--- src/rtl/prime_sweep_ctrl.sv ---
// prime_sweep_ctrl: sweeps a code range [lo, hi] through the 4-to-16 decoder /
// prime-flag stage. Each code is held for DWELL cycles. The prime flag is then
// sampled, and a per-code prime bitmap and a prime count are accumulated.
//
// Ports:
//   clk, rst            clock; synchronous active-high reset
//   start, lo, hi       sweep request and range (sampled in IDLE only)
//   code_out, en_out    decoder select code and enable
//   prime_in            decoder prime flag (combinational from code_out/en_out)
//   busy, done, err     handshake: sweep in progress, end pulse, rejected range
//   prime_count         number of sampled codes flagged prime
//   prime_mask          bit k set when code k was sampled as prime
module prime_sweep_ctrl #(
    parameter int unsigned DWELL = 1
) (
    input  logic        clk,
    input  logic        rst,
    input  logic        start,
    input  logic [3:0]  lo,
    input  logic [3:0]  hi,
    output logic [3:0]  code_out,
    output logic        en_out,
    input  logic        prime_in,
    output logic        busy,
    output logic        done,
    output logic        err,
    output logic [4:0]  prime_count,
    output logic [15:0] prime_mask
);

    localparam int unsigned CODE_W = 4;
    localparam int unsigned CNT_W  = 5;
    localparam int unsigned MASK_W = 16;
    localparam int unsigned DW_W   = 4;
    localparam logic [DW_W-1:0] DWELL_LAST = DW_W'(DWELL - 1);

    typedef enum logic [1:0] {
        S_IDLE   = 2'd0,
        S_SWEEP  = 2'd1,
        S_FINISH = 2'd2
    } state_t;

    state_t              r_state, w_state_nxt;
    logic [CODE_W-1:0]   r_code,  w_code_nxt;
    logic [CODE_W-1:0]   r_hi,    w_hi_nxt;
    logic [DW_W-1:0]     r_dwell, w_dwell_nxt;
    logic [CNT_W-1:0]    r_cnt,   w_cnt_nxt;
    logic [MASK_W-1:0]   r_mask,  w_mask_nxt;
    logic                r_en,    w_en_nxt;
    logic                r_busy,  w_busy_nxt;
    logic                r_done,  w_done_nxt;
    logic                r_err,   w_err_nxt;

    // State and output registers
    always_ff @(posedge clk) begin
        if (rst) begin
            r_state <= S_IDLE;
            r_code  <= '0;
            r_hi    <= '0;
            r_dwell <= '0;
            r_cnt   <= '0;
            r_mask  <= '0;
            r_en    <= 1'b0;
            r_busy  <= 1'b0;
            r_done  <= 1'b0;
            r_err   <= 1'b0;
        end else begin
            r_state <= w_state_nxt;
            r_code  <= w_code_nxt;
            r_hi    <= w_hi_nxt;
            r_dwell <= w_dwell_nxt;
            r_cnt   <= w_cnt_nxt;
            r_mask  <= w_mask_nxt;
            r_en    <= w_en_nxt;
            r_busy  <= w_busy_nxt;
            r_done  <= w_done_nxt;
            r_err   <= w_err_nxt;
        end
    end

    // Next-state and next-output logic
    always_comb begin
        w_state_nxt = r_state;
        w_code_nxt  = r_code;
        w_hi_nxt    = r_hi;
        w_dwell_nxt = r_dwell;
        w_cnt_nxt   = r_cnt;
        w_mask_nxt  = r_mask;
        w_en_nxt    = r_en;
        w_busy_nxt  = r_busy;
        w_done_nxt  = 1'b0;
        w_err_nxt   = r_err;

        case (r_state)
            S_IDLE: begin
                if (start) begin
                    w_mask_nxt = '0;
                    w_cnt_nxt  = '0;
                    if (lo <= hi) begin
                        w_hi_nxt    = hi;
                        w_err_nxt   = 1'b0;
                        w_code_nxt  = lo;
                        w_en_nxt    = 1'b1;
                        w_busy_nxt  = 1'b1;
                        w_dwell_nxt = '0;
                        w_state_nxt = S_SWEEP;
                    end else begin
                        // Rejected range: no code is driven, just the done pulse
                        w_err_nxt   = 1'b1;
                        w_state_nxt = S_FINISH;
                    end
                end
            end

            S_SWEEP: begin
                if (r_dwell != DWELL_LAST) begin
                    w_dwell_nxt = r_dwell + DW_W'(1);
                end else begin
                    if (prime_in) begin
                        w_mask_nxt = r_mask | (MASK_W'(1) << r_code);
                        w_cnt_nxt  = r_cnt + CNT_W'(1);
                    end
                    // Stop on hi rather than wrapping, so code 15 is the last code
                    if (r_code != r_hi) begin
                        w_code_nxt  = r_code + CODE_W'(1);
                        w_dwell_nxt = '0;
                    end else begin
                        w_en_nxt    = 1'b0;
                        w_busy_nxt  = 1'b0;
                        w_state_nxt = S_FINISH;
                    end
                end
            end

            S_FINISH: begin
                w_done_nxt  = 1'b1;
                w_state_nxt = S_IDLE;
            end

            default: begin
                w_state_nxt = S_IDLE;
            end
        endcase
    end

    assign code_out    = r_code;
    assign en_out      = r_en;
    assign busy        = r_busy;
    assign done        = r_done;
    assign err         = r_err;
    assign prime_count = r_cnt;
    assign prime_mask  = r_mask;

endmodule

--- config.mk ---
export PLATFORM = sky130hd
export DESIGN_NAME = prime_sweep_ctrl
export DESIGN_NICKNAME = d
export VERILOG_FILES = /design/src/rtl/prime_sweep_ctrl.sv
export SDC_FILE = /design/constraint.sdc
export NUM_CORES = 1
export LEC_CHECK = 0
export CORE_ASPECT_RATIO = 1.4
export CORE_MARGIN = 2
export CORE_UTILIZATION = 35
export CTS_BUF_LIST = sky130_fd_sc_hd__clkbuf_8
export DETAILED_ROUTE_END_ITERATION = 12
export GPL_ROUTABILITY_DRIVEN = 0
export GPL_TIMING_DRIVEN = 0
export SYNTH_ARGS = -nofsm -noshare
export SYNTH_HDL_FRONTEND = slang
export SYNTH_SLANG_ARGS = --single-unit
--- constraint.sdc ---
create_clock -name clk -period 4.5 [get_ports clk]
set_input_delay 0.9 -clock clk [delete_from_list [all_inputs] [get_ports clk]]
set_output_delay 0.9 -clock clk [all_outputs]
set_load 0.01 [all_outputs]
==> impl_metrics.json, run 1 <==
{
  "hold_depth": 2,
  "period_needed_ns": 2.898,
  "syn_area_per_cell_um2": 8.588,
  "h-tree-depth": 2,
  "seq_power_share_pct": 43.8,
  "cp-end-kind": "flip-flop",
  "synth.ff_latch_count": 38,
  "boundaryPins": 41,
  "yosysUniqueCellTypes": 38,
  "p_clk_share_pct": 28.6,
  "netlist_area_um2": 1829,
  "cp_max_fo": 10,
  "hold_buffers": 0,
  "rows": 31,
  "antenna_cells": 0,
  "dp.cells": 319,
  "cp_slowest_cell": "or4_1",
  "synth.yosys.seq_area_share_pct": 41.59,
  "antenna_left": 0,
  "viasPerCell": 5.073,
  "status": "finished, final reports clean",
  "drc": 0,
  "cts_max_path_buffers": 2,
  "clock-root-buffer": "clkbuf_8",
  "fp.dieW_um": 65.10,
  "clk_pin_slew_ns": 0.07,
  "switchingPower_uw": 280.9,
  "die_area_um2": 5829,
  "tns_ns": 0,
  "coreArea_um2": 5120,
  "synth_ff_type": "dfxtp_1",
  "grt_max_degree": 13,
  "powerDensity_nw_per_um2": 357.2,
  "dp_hpwl_mm": 3.190,
  "synth_top_area_share_pct": 41.59,
  "rsz0062_at_grt": "no",
  "clkLatencyLatePin_ns": 0.29,
  "leakage_uw": 0.0009246,
  "cts_resized": 0,
  "first_pass_iters": 4,
  "skew_ns": 0.008593,
  "fin_crit_sh_pct": 64.41,
  "max_freq_mhz": 345.0,
  "critPathTopFamily": "compound AO/OA/AOI/OAI gates",
  "max_cap_violations": 0,
  "grt_pass1_wl_mm": 6.803,
  "multi_input_area_um2": 978.4,
  "clock_sinks": 38,
  "critical-path-max-stage-delay_ns": 0.55,
  "worstMarginPinSlew_ns": 0.6242,
  "antenna_found_initial": 0,
  "synth_edf_count": 0,
  "cp_num_buf_inv": 2,
  "vias": 1659,
  "crit_type": "input pin to flip-flop",
  "nets": 285,
  "yosysTopAreaCell": "dfxtp_1",
  "die_h_um": 89.54,
  "dr.first_iter.drc_count": 69,
  "yosys-top-cells-area": "dfxtp_1, ha_1, nor2_1",
  "drt-total-wl_mm": 4.147,
  "post_drt_wl_per_cell_um": 12.68,
  "grt_pass1_vias": 1477,
  "num-fill-cells": 543,
  "area_growth_pct": 31.60,
  "worstPathRequired_ns": 4.70,
  "grt_usage_pct": 15.30,
  "worstPathArrival_ns": 3.10,
  "cts_buffers": 5,
  "peakVddDrop_v": 0.0001341,
  "seq_area_um2": 760.7,
  "setup_violations": 0,
  "cts_tree": "yes",
  "comb_power_share_pct": 27.7,
  "io_buffers": 40,
  "p_int_uw": 579.0,
  "hold_class": "flip-flop to flip-flop",
  "worstPathCellList": "clkdlybuf4s50_1 -> inv_1 -> ha_1 -> nor2b_4 -> o211a_1 -> o31a_1 -> or4_1 -> o31ai_1",
  "worstSetupStartpointType": "input pin",
  "cts_setup_buffers": 0,
  "yosysMostFrequentCell": "dfxtp_1",
  "finalHoldViolCount": 0,
  "grt-ovfl-total": 0,
  "ys_top_cells_by_count": "dfxtp_1, nor2_1, a31oi_1, ha_1",
  "syn_inst": 213,
  "final_layout_size_suffix_gt1_share_pct": 6.130,
  "synth_nets": 238,
  "ys_async_sr_fraction_pct": 0,
  "slew_viol_final": 0,
  "start_util_pct": 35.73,
  "reg2regPathDepth": 8,
  "switching_share_pct": 32.67,
  "ys_warn_count": 0,
  "cp.depth": 8,
  "slew_headroom_pct": 58.01,
  "layout.cells.non_filler": 327
}
## worst reg2reg max path: cells and delay by family, from the launching register on
kind / cells / cell delay, ns
and+or+nand+nor: 3 / 0.47
AOI/OAI and AO/OA: 2 / 0.44
DFF: 1 / 0.40
buffers and inverters: 2 / 0.29
adders and majority gates: 1 / 0.22
## kinds of logic (layout without fill, tap and decap cells)
kind of cell | Yosys count | count (layout) | synth area share [%]
adders and majority gates | 13 | 13 | 8.892
DFF | 38 | 38 | 41.59
AOI/OAI and AO/OA | 53 | 53 | 17.99
muxes | 4 | 4 | 2.189
buffers and inverters | 22 | 70 | 4.925
xor gates and xnor gates | 8 | 8 | 3.830
and+or+nand+nor | 75 | 75 | 20.59
## state kept, by name, summed over array words and instances (netlist names)
signal	flops
busy	1
code_out	4
done	1
err	1
prime_count	5
prime_mask	16
r_dwell	4
r_hi	4
r_state	2
## power by group through the flow
| stage | clock network [µW] | registers [µW] | logic, µW |
|---|---|---|---|
| after floorplan | 0 | 386 | 148 |
| after global placement | 0 | 384 | 238 |
| after detailed placement | 0 | 385 | 239 |
| after CTS | 255 | 377 | 240 |
| after global routing | 268 | 379 | 265 |
| final | 246 | 376 | 238 |
## final timing paths
kind | startpoint | to | slack (ns)
worst min register to register | err | err | 0.46
worst max register to register | r_dwell[0] | prime_mask[1] | 2.54
worst max-delay path | hi[1] | code_out[3] | 1.60
worst min-delay path | err | err | 0.46
## metrics by stage
stage	utilization [%]	hold WS [ns]	setup slack, ns	power [µW]	cell area, µm²
after global placement	45.16	0.4473	1.327	622.3	2312
after detailed placement	45.16	0.4513	1.328	623.1	2312
after CTS	47.02	0.4636	1.618	871.0	2407
final	47.02	0.4605	1.602	859.9	2407
after floorplan	-	0.4522	1.964	534.8	1829
after global routing	47.02	0.4814	1.555	911.7	2407
## final cells by class
class                           instances  area share, %
Inverter                               11          1.715
Multi-Input combinational cell        153          40.64
Tap cell                               66          3.430
Sequential cell                        38          31.60
Clock buffer                            6          3.430
Timing Repair Buffer                   40          16.63
Buffer                                 11          2.027
Clock inverter                          2         0.5198
## metal layers
layer  vias to the layer above  track usage [%]  part of all wire, %
li1                        844                -                    -
met1                       763            17.90                   44
met2                        44            26.52                   50
met3                         8            3.401                  4.7
met4                         0            7.386                  2.2
met5                         -                0                    0
## layout by cell type (no fill, tap or decap), types with 2 or more instances in the layout
| master | count |
|---|---|
| or4_1 | 3 |
| nor2_1 | 33 |
| mux2i_1 | 4 |
| nor3b_1 | 3 |
| nand3_1 | 9 |
| o21a_1 | 3 |
| dfxtp_1 | 38 |
| a21o_1 | 2 |
| clkbuf_1 | 5 |
| buf_1 | 2 |
| o31ai_1 | 4 |
| or3_1 | 2 |
| xor2_1 | 4 |
| a31oi_1 | 17 |
| ha_1 | 13 |
| nor3_1 | 5 |
| xnor2_1 | 4 |
| o21ai_0 | 11 |
| nand2b_1 | 4 |
| clkdlybuf4s50_1 | 40 |
| nor2b_1 | 2 |
| nand2_1 | 6 |
| a21oi_1 | 10 |
| clkbuf_8 | 6 |
| inv_1 | 11 |
| buf_2 | 3 |
| nor4_1 | 2 |
Note: power is estimated with default switching activity, not from simulation.
==> run 2: changes to the inputs <==
clock period = 2.9 ns   (was 4.5 ns; I/O delays follow)
==> results of run 2 <==
Same layout as run 1 (identical final DEF). Status: finished, final reports clean.
Main changes from that run: setup slack after placement 1.328 ns -> 0.04826 ns; setup slack after layout 1.602 ns -> 0.3217 ns; register-to-register setup slack 2.54 ns -> 0.94 ns; total power 859.9 µW -> 1334 µW; worst IR drop on VDD 0.0001341 V -> 0.0002081 V
